## src/rtl/golay24_dec_metric_sel.sv

```systemverilog
`default_nettype none
// ============================================================================
//  Module   : golay24_dec_metric_sel
//  Purpose  : Frame-wise maximum-metric candidate selector for the golay24
//             soft decoder. Tracks the best (codeword, metric, index) over a
//             sop/val/eop framed candidate stream and emits it as a one-cycle
//             result pulse after the eop candidate.
//  Revision : 1.0 - initial release
// ============================================================================
module golay24_dec_metric_sel #(
    parameter int pLLR_W = 4,
    parameter int pIDX_W = 5
) (
    input  logic                     iclk,
    input  logic                     ireset,
    input  logic                     iclkena,
    input  logic                     isop,
    input  logic                     ival,
    input  logic                     ieop,
    input  logic [23:0]              idat,
    input  logic signed [pLLR_W+4:0] imetric,
    output logic                     oval,
    output logic [23:0]              odat,
    output logic signed [pLLR_W+4:0] ometric,
    output logic [pIDX_W-1:0]        oidx,
    output logic [pIDX_W-1:0]        ocnt,
    output logic                     oerr
);

    // Metric width matches metric_t (signed, pLLR_W+5 bits); codeword is dat_t.
    localparam int c_METRIC_W = pLLR_W + 5;
    localparam int c_DAT_W    = 24;

    localparam logic [pIDX_W-1:0] c_CNT_MAX = {pIDX_W{1'b1}};
    localparam logic [pIDX_W-1:0] c_CNT_ONE = {{(pIDX_W-1){1'b0}}, 1'b1};
    localparam logic [pIDX_W-1:0] c_IDX_ZERO = '0;

    localparam logic [0:0] c_ST_IDLE = 1'b0;
    localparam logic [0:0] c_ST_ACC  = 1'b1;

    logic [0:0]                   r_state;
    logic [c_DAT_W-1:0]           r_best_dat;
    logic signed [c_METRIC_W-1:0] r_best_metric;
    logic [pIDX_W-1:0]            r_best_idx;
    logic [pIDX_W-1:0]            r_cnt;

    logic                         w_greater;
    logic [pIDX_W-1:0]            w_cnt_next;
    logic [c_DAT_W-1:0]           w_sel_dat;
    logic signed [c_METRIC_W-1:0] w_sel_metric;
    logic [pIDX_W-1:0]            w_sel_idx;

    // Running-best update for a continuation candidate: strictly greater wins,
    // so ties keep the earlier candidate. The index of the incoming candidate
    // is the current (saturated) count.
    always_comb begin
        w_greater    = imetric > r_best_metric;
        w_cnt_next   = (r_cnt == c_CNT_MAX) ? r_cnt : (r_cnt + c_CNT_ONE);
        w_sel_dat    = w_greater ? idat    : r_best_dat;
        w_sel_metric = w_greater ? imetric : r_best_metric;
        w_sel_idx    = w_greater ? r_cnt   : r_best_idx;
    end

    // Frame tracking, best-candidate registers and result/error pulses.
    always_ff @(posedge iclk or posedge ireset) begin
        if (ireset) begin
            r_state       <= c_ST_IDLE;
            r_best_dat    <= '0;
            r_best_metric <= '0;
            r_best_idx    <= '0;
            r_cnt         <= '0;
            oval          <= 1'b0;
            oerr          <= 1'b0;
            odat          <= '0;
            ometric       <= '0;
            oidx          <= '0;
            ocnt          <= '0;
        end else if (iclkena) begin
            oval <= 1'b0;
            oerr <= 1'b0;
            if (ival) begin
                if (isop) begin
                    // A sop inside an open frame abandons it; the new
                    // candidate always opens a fresh frame.
                    oerr          <= (r_state == c_ST_ACC);
                    r_best_dat    <= idat;
                    r_best_metric <= imetric;
                    r_best_idx    <= c_IDX_ZERO;
                    r_cnt         <= c_CNT_ONE;
                    if (ieop) begin
                        oval    <= 1'b1;
                        odat    <= idat;
                        ometric <= imetric;
                        oidx    <= c_IDX_ZERO;
                        ocnt    <= c_CNT_ONE;
                        r_state <= c_ST_IDLE;
                    end else begin
                        r_state <= c_ST_ACC;
                    end
                end else if (r_state == c_ST_ACC) begin
                    r_best_dat    <= w_sel_dat;
                    r_best_metric <= w_sel_metric;
                    r_best_idx    <= w_sel_idx;
                    r_cnt         <= w_cnt_next;
                    if (ieop) begin
                        oval    <= 1'b1;
                        odat    <= w_sel_dat;
                        ometric <= w_sel_metric;
                        oidx    <= w_sel_idx;
                        ocnt    <= w_cnt_next;
                        r_state <= c_ST_IDLE;
                    end
                end
                // Candidates without sop while idle are dropped silently.
            end
        end
    end

endmodule
`default_nettype wire
```

## config.mk

```make
export PLATFORM = sky130hd
export DESIGN_NAME = golay24_dec_metric_sel
export DESIGN_NICKNAME = d
export VERILOG_FILES = /design/src/rtl/golay24_dec_metric_sel.sv
export SDC_FILE = /design/constraint.sdc
export NUM_CORES = 1
export LEC_CHECK = 0
export ABC_AREA = 1
export BUFFER_PORTS_ARGS = -buffer_cell sky130_fd_sc_hd__buf_2
export CORE_ASPECT_RATIO = 1.75
export CORE_MARGIN = 2
export CORE_UTILIZATION = 55
export DETAILED_ROUTE_END_ITERATION = 8
export GPL_TIMING_DRIVEN = 0
export PLACE_DENSITY = 0.91
export REMOVE_ABC_BUFFERS = 1
export SETUP_SLACK_MARGIN = 0.15
export SYNTH_ARGS = -nofsm -noshare
export SYNTH_HDL_FRONTEND = slang
export SYNTH_SLANG_ARGS = --single-unit
```

## constraint.sdc

```tcl
create_clock -name iclk -period 2.8 [get_ports iclk]
set_input_delay 0.14 -clock iclk [delete_from_list [all_inputs] [get_ports iclk]]
set_output_delay 0.14 -clock iclk [all_outputs]
set_load 0.02 [all_outputs]
```

==> results of run 1 <==
## per-stage QoR
stage	setup WS (ps)	cells
2_1_floorplan	-124.8	564
3_3_place_gp	-1772	739
3_5_place_dp	-1215	740
4_1_cts	233.6	758
5_1_grt	200.6	760
6_report	383.9	760
## sequential cells by signal (all words and copies together), names as in the netlist
name           cells
r_best_metric      9
ocnt               5
r_best_dat        24
oerr               1
r_state            1
oidx               5
oval               1
r_best_idx         5
r_cnt              5
ometric            9
odat              24
## power groups by stage
stage                     Sequential, mW  Clock [mW]  Combinational, mW
after floorplan                     2.17           0               1.06
after global placement              1.92           0               1.76
after detailed placement            1.94           0               1.86
after CTS                           1.93        1.40               1.89
after global routing                1.98        1.45               2.14
final                               1.93        1.39               1.93
## final cells by class
cell class | count | area [um^2] | share of cell area [%]
tap | 92 | 115.1 | 2.116
clock buffer | 13 | 280.3 | 5.153
sequential | 89 | 2227 | 40.95
multi-input combinational | 388 | 1952 | 35.89
clock inverter | 3 | 68.82 | 1.265
timing repair buffer | 85 | 452.9 | 8.328
inverter | 90 | 342.8 | 6.303
## cells in the mapped netlist
library cell    n
a21oi_1         4
a21oi_4         2
buf_1           1
buf_12          2
buf_2          14
buf_4           2
buf_6           1
clkbuf_1        9
dfrtp_1        89
ha_1           10
inv_1          84
inv_2           6
nand2_1       226
nand2_2         2
nand2_4         2
nand3_1        86
nand3_2        22
nand4_1        11
nand4_2         1
nor2_1          3
nor2_2          1
o21ai_0        11
o21ai_1         2
o32ai_1         1
xor2_1          1
## worst reg2reg max path: cells and delay by family, from the launching register on
kind,cells,cell delay (ps)
DFF,1,360
AOI/OAI and AO/OA,1,520
buffers and inverters,2,690
and+or+nand+nor,3,760
## layer usage
metal	GRT usage (%)	wire length [um]	vias up
li1	-	-	1991
met5	0	0	-
met1	29.05	4313	1933
met2	43.46	5776	169
met3	5.721	549	54
met4	15.83	574	0
## final timing paths
check	to	slack, ps	cells past startpoint
min	r_state	10	2
max reg2reg	oidx[1]	400	6
max	odat[20]	380	7
max in group asynchronous	odat[14]	1920	4
min in group asynchronous	odat[21]	260	3
min reg2reg	oidx[3]	470	2
## repair_timing
| action | 4_1_cts | 5_1_grt |
|---|---|---|
| endpoints found under the setup margin | 77 | 74 |
| hold endpoints to repair | 14 | 0 |
| hold buffers | 1 | 0 |
| pin swaps | 1 | 2 |
| gates resized for setup | 4 | 1 |
| gates cloned | 1 | 2 |
## kinds of logic (layout without fill, tap and decap cells)
kind of cell             count (synthesis)  count (layout)
adder cells (fa/ha/maj)                 10              10
AND/OR/NAND/NOR                        354             355
AO/OA/AOI/OAI                           20              22
flip-flops                              89              89
XOR/XNOR                                 1               1
buffers and inverters                  119             191
==> summary.txt, run 1 <==
Critical path
  – Startpoint of the most critical register-to-register path: r_state
  – Cell Chain, Critical Path: buf_2 -> inv_2 -> a21oi_4 -> nand2_4 -> inv_4 -> nand3_1 -> nand2_1
  – Crit-path slowest cell: inv_2
  – Worst path buffer plus inverter count: 3
  – Worst EP required: 3040 ps
  – Critical Path End Type: flop
  – Crit start category: primary input
  – Arr. time, crit path: 2650 ps
  – Family of cells with the greatest summed delay on the critical path: buffers and inverters
  – Highest net fanout along the worst path: 50
  – Start-to-end type of the worst setup path: primary input to flop
  – Crit-path max cell delay: 850 ps
  – Launch point of the critical path: isop

Synth
  – Share of the synthesized area in compound gates (AO/OA/AOI/OAI): 2.728%
  – Post-synthesis share of cell area spent on and, or, nand and nor gates: 35.25%
  – Post-synthesis cell type count: 25
  – Cell type with the highest aggregate area in the netlist: dfrtp_1
  – Number of standard cells after synthesis: 593
  – Mean instance size in the synthesized netlist: 7.811 um^2
  – YS warnings: 0
  – Area share of the largest cell type after synthesis: 48.08%
  – Netlist area before placement: 4632 um^2
  – Share of synthesized area spent on multiplexers: 0%
  – Share of synthesized area occupied by flip-flops and latches: 48.08%
  – Top area cells in the synthesized netlist: dfrtp_1 (48%), nand2_1 (18%), nand3_1 (9.3%), inv_1 (6.8%), nand3_2 (4.8%)
  – Synthesis-stage register bit count: 89
  – Main combinational cell family by area after synthesis: simple AND/OR/NAND/NOR gates
  – Share of synthesized cell area in full adder, half adder and majority cells: 2.701%
  – Parity-gate share of the synthesized area counting xor and xnor cells: 0.1891%

Drt
  – Average vias per placed instance: 5.457
  – Routed via count: 4147
  – DR DRC count: 0
  – Antenna-violating nets left: 0
  – Final Routed Wirelength: 11.21 mm
  – 1st-iter DRT viols: 460
  – Average wire length per cell after detail routing: 14.76 um
  – Count of TritonRoute iterations in the first routing pass: 6

Run
  – Max capacitance violation total: 0

Cells and area
  – Most used cells in the layout excluding fill and tap cells: nand2_1 (225), dfrtp_1 (89), nand3_1 (86), inv_1 (83), buf_2 (83)
  – Filler instances: 627
  – Share of final-layout standard cells stronger than drive strength 1: 21.11%
  – Most common library cell in the layout ignoring fill and taps: nand2_1
  – Count of antenna diodes in the layout: 0
  – Number of nets in the final layout: 712
  – Area growth from synthesis to final layout: 17.42%
  – Post-route standard cell area excluding fillers: 5439 um^2
  – Fin util: 65.86%

Place
  – Cell area after placement: 5021 um^2
  – Routability Congestion: 0.8260
  – Port buffer count: 83
  – Post-detail-place hpwl: 6.871 mm

Timing
  – Max-slew headroom: 7.205%
  – Total negative setup slack: 0 ps
  – Max Clock Skew: 6.515 ps
  – Number of max-slew violations in the final report: 0
  – Min Clock Period, post-route: 2416 ps
  – Setup repair after global routing missed its margin: no
  – Transition time of the tightest slew-check pin: 1392 ps
  – Final count of hold timing violations: 0
  – Setup-violating endpoint count in the final report: 0
  – Final cycle utilization of the critical path: 86.29%
  – Final-layout worst hold slack: 10.63 ps
  – Highest clock frequency the design can meet: 0.4139 GHz

Global route
  – Vias in the first global route: 4186
  – Overall routing resource usage: 25.92%
  – Largest net degree at the start of global routing: 76
  – GR Overflow Total: 0
  – Initial antenna violation count: 0
  – Global-route wire length before repair: 18.51 mm

Die
  – Overall die width: 73.37 um
  – Core outline area: 8258 um^2
  – Floorplan row count: 44
  – Floorplan die height: 125.4 um
  – Number of top-level pins: 84
  – Effective utilization at floorplan: 56.09%
  – Die Area: 9201 um^2

Clocking
  – Clock transition at path regs: 60 ps
  – Post-CTS setup buffer count: 0
  – Clock latency of the later-clocked register in the worst-skew pair: 350 ps
  – Number of CTS-inserted buffers: 9
  – Largest buffer count on any clock path: 2
  – TritonCTS clock tree: done
  – Number of H-tree branching levels: 3
  – CTS Root Buffer Type: clkbuf_16
  – Number of clock sinks: 89

Power
  – Total Power Consumption: 5.248 mW
  – Clock group share of total power: 26.4%
  – Total internal power: 3.187 mW
  – Logic gate share of total power: 36.8%
  – Sw Share: 39.27%
  – Leakage power figure: 3.138 nW
  – Power per cell area: 964.8 nW/um^2
  – Switching power total: 2.061 mW
  – Power share of the sequential group: 36.8%
  – IR drop worst, VDD: 0.4171 mV

Worst hold path
  – Launch point of the worst hold path: ieop
  – Worst min-delay path class: primary input to flop

Outcome
  – Outcome: finished, final reports clean
No activity file was read; power rests on OpenSTA's default activity.
==> run 2: changes to the inputs <==
Settings changed: CELL_PAD_IN_SITES_DETAIL_PLACEMENT from default to 0, CELL_PAD_IN_SITES_GLOBAL_PLACEMENT from default to 1, CORE_UTILIZATION 55 to 41, MAX_ROUTING_LAYER from default to met4, PLACE_DENSITY 0.91 to 0.92.
==> summary.txt, run 2 (synthesis results as in run 1) <==
Timing
  – Number of max-slew violations in the final report: 0
  – Max Clock Skew: 9.336 ps
  – Transition time of the tightest slew-check pin: 1315 ps
  – Highest clock frequency the design can meet: 0.4303 GHz
  – Final-layout worst hold slack: 26.18 ps
  – Max-slew headroom: 12.34%
  – Min Clock Period, post-route: 2324 ps
  – Setup-violating endpoint count in the final report: 0
  – PnR worst setup slack: 476.2 ps
  – Final count of hold timing violations: 0
  – Final cycle utilization of the critical path: 82.99%
  – Setup repair after global routing missed its margin: no

Worst hold path
  – Worst min-delay path class: primary input to flop

Drt
  – Routed via count: 4046
  – DR DRC count: 0
  – Final Routed Wirelength: 11.44 mm
  – 1st-iter DRT viols: 274
  – Count of TritonRoute iterations in the first routing pass: 4
  – Antenna-violating nets left: 0
  – Average vias per placed instance: 5.051
  – Average wire length per cell after detail routing: 14.28 um

Global route
  – GR Overflow Total: 0
  – Overall routing resource usage: 19.42%
  – Largest net degree at the start of global routing: 51
  – Global-route wire length before repair: 18.55 mm
  – Initial antenna violation count: 0
  – Vias in the first global route: 3998

Place
  – # placed instances: 780
  – Post-detail-place hpwl: 6.814 mm
  – Pre-CTS setup slack: -1375 ps
  – Port buffer count: 83
  – Cell area after placement: 5071 um^2
  – Routability Congestion: 0.8092

Critical path
  – Worst path buffer plus inverter count: 3
  – Crit-path slowest cell: inv_2
  – Cell Chain, Critical Path: buf_2 -> inv_2 -> a21oi_4 -> nand2_4 -> inv_4 -> nand4_1 -> nand2_1
  – Crit-path max cell delay: 840 ps
  – Critical Path End Type: flop
  – Slack of the worst reg-to-reg path: 480 ps
  – Crit start category: primary input
  – Arr. time, crit path: 2550 ps
  – Family of cells with the greatest summed delay on the critical path: buffers and inverters
  – Start-to-end type of the worst setup path: primary input to flop
  – Highest net fanout along the worst path: 50
  – Worst EP required: 3020 ps

Die
  – Number of top-level pins: 84
  – Floorplan die height: 144.6 um
  – Core outline area: 11100 um^2
  – Overall die width: 84.35 um
  – Die Area: 12200 um^2
  – Floorplan row count: 51
  – Effective utilization at floorplan: 41.72%

Cells and area
  – Number of nets in the final layout: 713
  – Count of antenna diodes in the layout: 0
  – Most common library cell in the layout ignoring fill and taps: nand2_1
  – Filler instances: 1137
  – Number of cells in the finished layout apart from fillers: 801
  – Top Registers: odat: 24 flops, r_best_dat: 24 flops
  – Fin util: 49.13%
  – Share of final-layout standard cells stronger than drive strength 1: 21.23%
  – Post-route standard cell area excluding fillers: 5455 um^2
  – Most used cells in the layout excluding fill and tap cells: nand2_1 (225), dfrtp_1 (89), nand3_1 (86), inv_1 (83), buf_2 (83)
  – Area growth from synthesis to final layout: 17.77%

Clocking
  – Clock latency of the later-clocked register in the worst-skew pair: 340 ps
  – Largest buffer count on any clock path: 2
  – Number of CTS-inserted buffers: 9
  – Post-CTS setup buffer count: 0
  – CTS Root Buffer Type: clkbuf_16
  – Clock transition at path regs: 70 ps
  – Number of clock sinks: 89
  – Number of H-tree branching levels: 3
  – TritonCTS clock tree: done

Run
  – Max capacitance violation total: 0

Outcome
  – Outcome: finished, final reports clean

Power
  – Leakage power figure: 3.121 nW
  – IR drop worst, VDD: 0.3651 mV
  – Power per cell area: 934.1 nW/um^2
==> run 2: changes by cell type in the layout (fill, tap and decap cells not counted) <==
cell,previous run,this run
nand2_4,4,5
clkinvlp_4,0,1
clkbuf_8,4,1
clkinv_2,0,2
clkinv_4,0,1
bufinv_16,2,1
==> run 2: worst register-to-register path, delay by kind of cell (launching register included) <==
family,cells,cell delay [ps]
buffers and inverters,1,60
and+or+nand+nor,8,1320
adders and majority gates,1,350
AOI/OAI and AO/OA,1,160
DFF,1,350
==> run 2: routing by layer <==
metal  GRT usage [%]  share of wire (%)  vias to the layer above
met1           22.06                 40                     1940
met3           2.568                3.9                       14
li1                -                  -                     1991
met5               -                  0                        -
met4           6.850                2.0                        0
met2           35.05                 54                      101
==> run 2: what timing repair did <==
action | 4_1_cts | 5_1_grt
hold endpoints to repair | 42 | 0
cloned | 2 | 2
resized for setup | 4 | 1
endpoints found under the setup margin | 78 | 66
hold buffers | 1 | 0
pin swaps | 1 | 1
==> run 2: layout make-up <==
| class | instances | area (um^2) | share of cell area (%) |
|---|---|---|---|
| multi-input cells | 389 | 1963 | 35.99 |
| flip-flops and latches | 89 | 2227 | 40.83 |
| well taps | 132 | 165.2 | 3.028 |
| clock inverters | 6 | 65.06 | 1.193 |
| repair buffers | 85 | 452.9 | 8.303 |
| clock buffers | 10 | 239.0 | 4.381 |
| inverters | 90 | 342.8 | 6.284 |
==> run 2: where the power goes <==
group          internal [mW]  switching (mW)  leakage (nW)
combinational          0.611            1.33          1.85
sequential              1.70           0.223          1.13
clock                  0.718           0.514         0.149
total                   3.03            2.07          3.12
==> run 2: stage by stage <==
step	TNS [ps]	total power [mW]
3_3_place_gp	-152990	3.719
3_5_place_dp	-60940	3.787
2_1_floorplan	-3919	3.228
4_1_cts	0	5.063
5_1_grt	0	5.446
6_report	0	5.096
==> run 2: path summary, 6_finish.rpt <==
check	to	startpoint	cells past startpoint
setup reg to reg	r_best_dat[13]	r_best_metric[8]	11
hold / removal	oerr	iclkena	2
max in group asynchronous	r_best_metric[2]	ireset	4
min in group asynchronous	odat[13]	ireset	3
hold reg to reg	ocnt[3]	ocnt[3]	2
setup / recovery	oidx[1]	isop	7
==> run 3: changes to the inputs <==
Settings changed: ABC_AREA 1 to 0, CORE_UTILIZATION 41 to 43.
Clock period 2.8 ns to 2.4 ns, I/O delays scaled along.
==> summary.txt, run 3 <==
Outcome
  – Outcome: finished, final reports clean

Drt
  – Routed via count: 3065
  – Average vias per placed instance: 5.248
  – Met3 Routed Length: 364 um
  – Final Routed Wirelength: 9.442 mm
  – Average wire length per cell after detail routing: 16.17 um
  – DR DRC count: 0
  – Top routing layer in use: met4
  – 1st-iter DRT viols: 148
  – Antenna-violating nets left: 0
  – Detail Route met2 WL: 5.101 mm
  – Count of TritonRoute iterations in the first routing pass: 4
  – Met1 WL: 3.754 mm

Synth
  – Post-synthesis cell type count: 36
  – Post-synthesis share of cell area spent on and, or, nand and nor gates: 8.579%
  – Share of the synthesized area in compound gates (AO/OA/AOI/OAI): 11.10%
  – Area share of the largest cell type after synthesis: 54.15%
  – Share of synthesized cell area in full adder, half adder and majority cells: 3.042%
  – Top area cells in the synthesized netlist: dfrtp_1 (54%), mux2i_1 (9.5%), mux2_4 (8.0%), a21oi_1 (4.5%), nor2_1 (3.9%)
  – Number of standard cells after synthesis: 365
  – Cell type with the highest aggregate area in the netlist: dfrtp_1
  – Dominant synthesized flop cell: dfrtp_1
  – Share of synthesized area spent on multiplexers: 18.34%
  – Synthesis-stage register bit count: 89
  – Top cell types by occurrence after synthesis: dfrtp_1 (89), nor2_1 (43), mux2i_1 (39)
  – Parity-gate share of the synthesized area counting xor and xnor cells: 0.6389%
  – EDFF count, synth: 0
  – Mean instance size in the synthesized netlist: 11.27 um^2
  – Main combinational cell family by area after synthesis: multiplexers
  – Leading cell type by number of instances after synthesis: dfrtp_1
  – Async set-reset flop share out of synthesis: 100.0%
  – Share of synthesized area occupied by flip-flops and latches: 54.15%
  – Netlist area before placement: 4113 um^2
  – YS warnings: 0

Critical path
  – Critical Path End Type: flop
  – Start-to-end type of the worst setup path: flop to flop
  – Crit-path max cell delay: 370 ps
  – Crit start category: flop
  – Cell Chain, Critical Path: inv_2 -> ha_4 -> nand4_1 -> o31a_1 -> or2_1 -> o31a_4 -> and2_4 -> buf_12 -> mux2_4
  – Crit-path slowest cell: dfrtp_1
  – Arr. time, crit path: 2470 ps
  – Highest net fanout along the worst path: 11
  – Worst r2r dst: r_best_dat[23]
  – Family of cells with the greatest summed delay on the critical path: simple AND/OR/NAND/NOR gates
  – Worst path buffer plus inverter count: 2
  – Depth of the worst register-to-register path: 9
  – Slack of the worst reg-to-reg path: 160 ps
  – Worst EP required: 2620 ps
  – Startpoint of the most critical register-to-register path: r_best_metric[4]

Place
  – Port buffer count: 83
  – Pre-CTS setup slack: -490.8 ps
  – Post-detail-place hpwl: 6.280 mm
  – Routability Congestion: 0.8256

Cells and area
  – Top Registers: odat: 24 flops, r_best_dat: 24 flops
  – Most common library cell in the layout ignoring fill and taps: dfrtp_1
  – Number of nets in the final layout: 506
  – Fin util: 56.84%
  – Area growth from synthesis to final layout: 30.03%
  – Share of final-layout standard cells stronger than drive strength 1: 34.20%
  – Most used cells in the layout excluding fill and tap cells: dfrtp_1 (89), buf_2 (83), nor2_1 (42), mux2i_1 (38), a21oi_1 (37)
  – Count of antenna diodes in the layout: 0

Timing
  – Total negative setup slack: 0 ps
  – Final count of hold timing violations: 0
  – Max-slew headroom: 31.85%
  – Setup-violating endpoint count in the final report: 0
  – Final cycle utilization of the critical path: 93.52%
  – PnR worst setup slack: 155.4 ps
  – Min Clock Period, post-route: 2245 ps
  – Highest clock frequency the design can meet: 0.4455 GHz
  – Max Clock Skew: 5.182 ps
  – Setup repair after global routing missed its margin: yes
  – Transition time of the tightest slew-check pin: 1021 ps
  – Number of max-slew violations in the final report: 0

Power
  – Leakage power figure: 2.651 nW
  – Power per cell area: 1118 nW/um^2
  – IR drop worst, VDD: 0.4817 mV

Die
  – Floorplan die height: 133.4 um
  – Overall die width: 77.93 um
  – Core outline area: 9409 um^2
  – Number of top-level pins: 84
  – Die Area: 10390 um^2
  – Effective utilization at floorplan: 43.71%
  – Floorplan row count: 47

Clocking
  – Clock transition at path regs: 60 ps
  – TritonCTS clock tree: done
  – CTS Root Buffer Type: clkbuf_16
  – Number of CTS-inserted buffers: 9
  – Number of clock sinks: 89
  – Largest buffer count on any clock path: 2
  – Clock latency of the later-clocked register in the worst-skew pair: 340 ps
  – Number of H-tree branching levels: 3

Global route
  – Vias in the first global route: 3017
  – GR Overflow Total: 0
  – Overall routing resource usage: 18.64%
  – Largest net degree at the start of global routing: 54
  – Global-route wire length before repair: 14.75 mm
  – Initial antenna violation count: 0

Worst hold path
  – Launch point of the worst hold path: ival
  – Endpoint, Worst Hold: r_state
  – Number of cells on the worst hold path: 2
  – Worst min-delay path class: primary input to flop

Run
  – Max capacitance violation total: 0
## run 3: how the worst max path moves through the flow
stage	startpoint	to	slack (ps)	cells after the start
after floorplan	r_state	odat[0]	-2090	3
after global placement	isop	odat[18]	-4130	4
after detailed placement	r_best_metric[7]	r_best_dat[23]	-490	9
after CTS	r_best_metric[4]	r_best_dat[23]	160	9
final	r_best_metric[4]	r_best_dat[23]	160	9
after global routing	r_best_metric[4]	r_best_dat[23]	60	9
## run 3: cell families (layout without fill, tap and decap cells)
group | Yosys count | in the layout
flip-flops | 89 | 89
AND/OR/NAND/NOR | 84 | 84
AO/OA/AOI/OAI | 79 | 79
multiplexers | 64 | 64
buffers and inverters | 36 | 133
adder cells (fa/ha/maj) | 10 | 10
XOR/XNOR | 3 | 3
## run 3: metal layers
layer	GRT usage [%]	up-vias
li1	-	1456
met1	20.96	1530
met2	31.75	65
met3	3.320	14
met4	8.967	0
met5	-	-
## run 3: power by group
| part | switching [mW] | internal (mW) | total [mW] | leakage [nW] |
|---|---|---|---|---|
| registers | 0.291 | 1.95 | 2.25 | 1.06 |
| clock network | 0.570 | 1.26 | 1.83 | 0.190 |
| logic | 0.991 | 0.916 | 1.91 | 1.40 |
| total | 1.85 | 4.13 | 5.98 | 2.65 |
## run 3: layout make-up
| type | instances | area, um^2 |
|---|---|---|
| fill | 821 | 4061 |
| sequential | 89 | 2227 |
| clock buffer | 11 | 242.7 |
| multi-input combinational | 240 | 1804 |
| clock inverter | 5 | 150.1 |
| inverter | 13 | 51.30 |
| tap | 122 | 152.6 |
| timing repair buffer | 104 | 719.4 |
## run 3: metrics by stage
stage,total power [mW],area [um^2],hold slack (ps),std cells
global placement,3.890,4559,342.9,547
detailed placement,3.972,4682,184.1,554
finish,5.979,5348,20.94,584
CTS,5.865,5152,10.52,576
global route,6.291,5348,20.95,584
floorplan,3.436,3991,217.4,342
## run 3: timing repair
item	in CTS	in global routing
buffers inserted	4	4
pin swaps	1	5
hold buffers	2	0
setup endpoints to repair	61	54
gates cloned	0	4
endpoints found under the hold margin	37	0
gates resized for setup	4	8
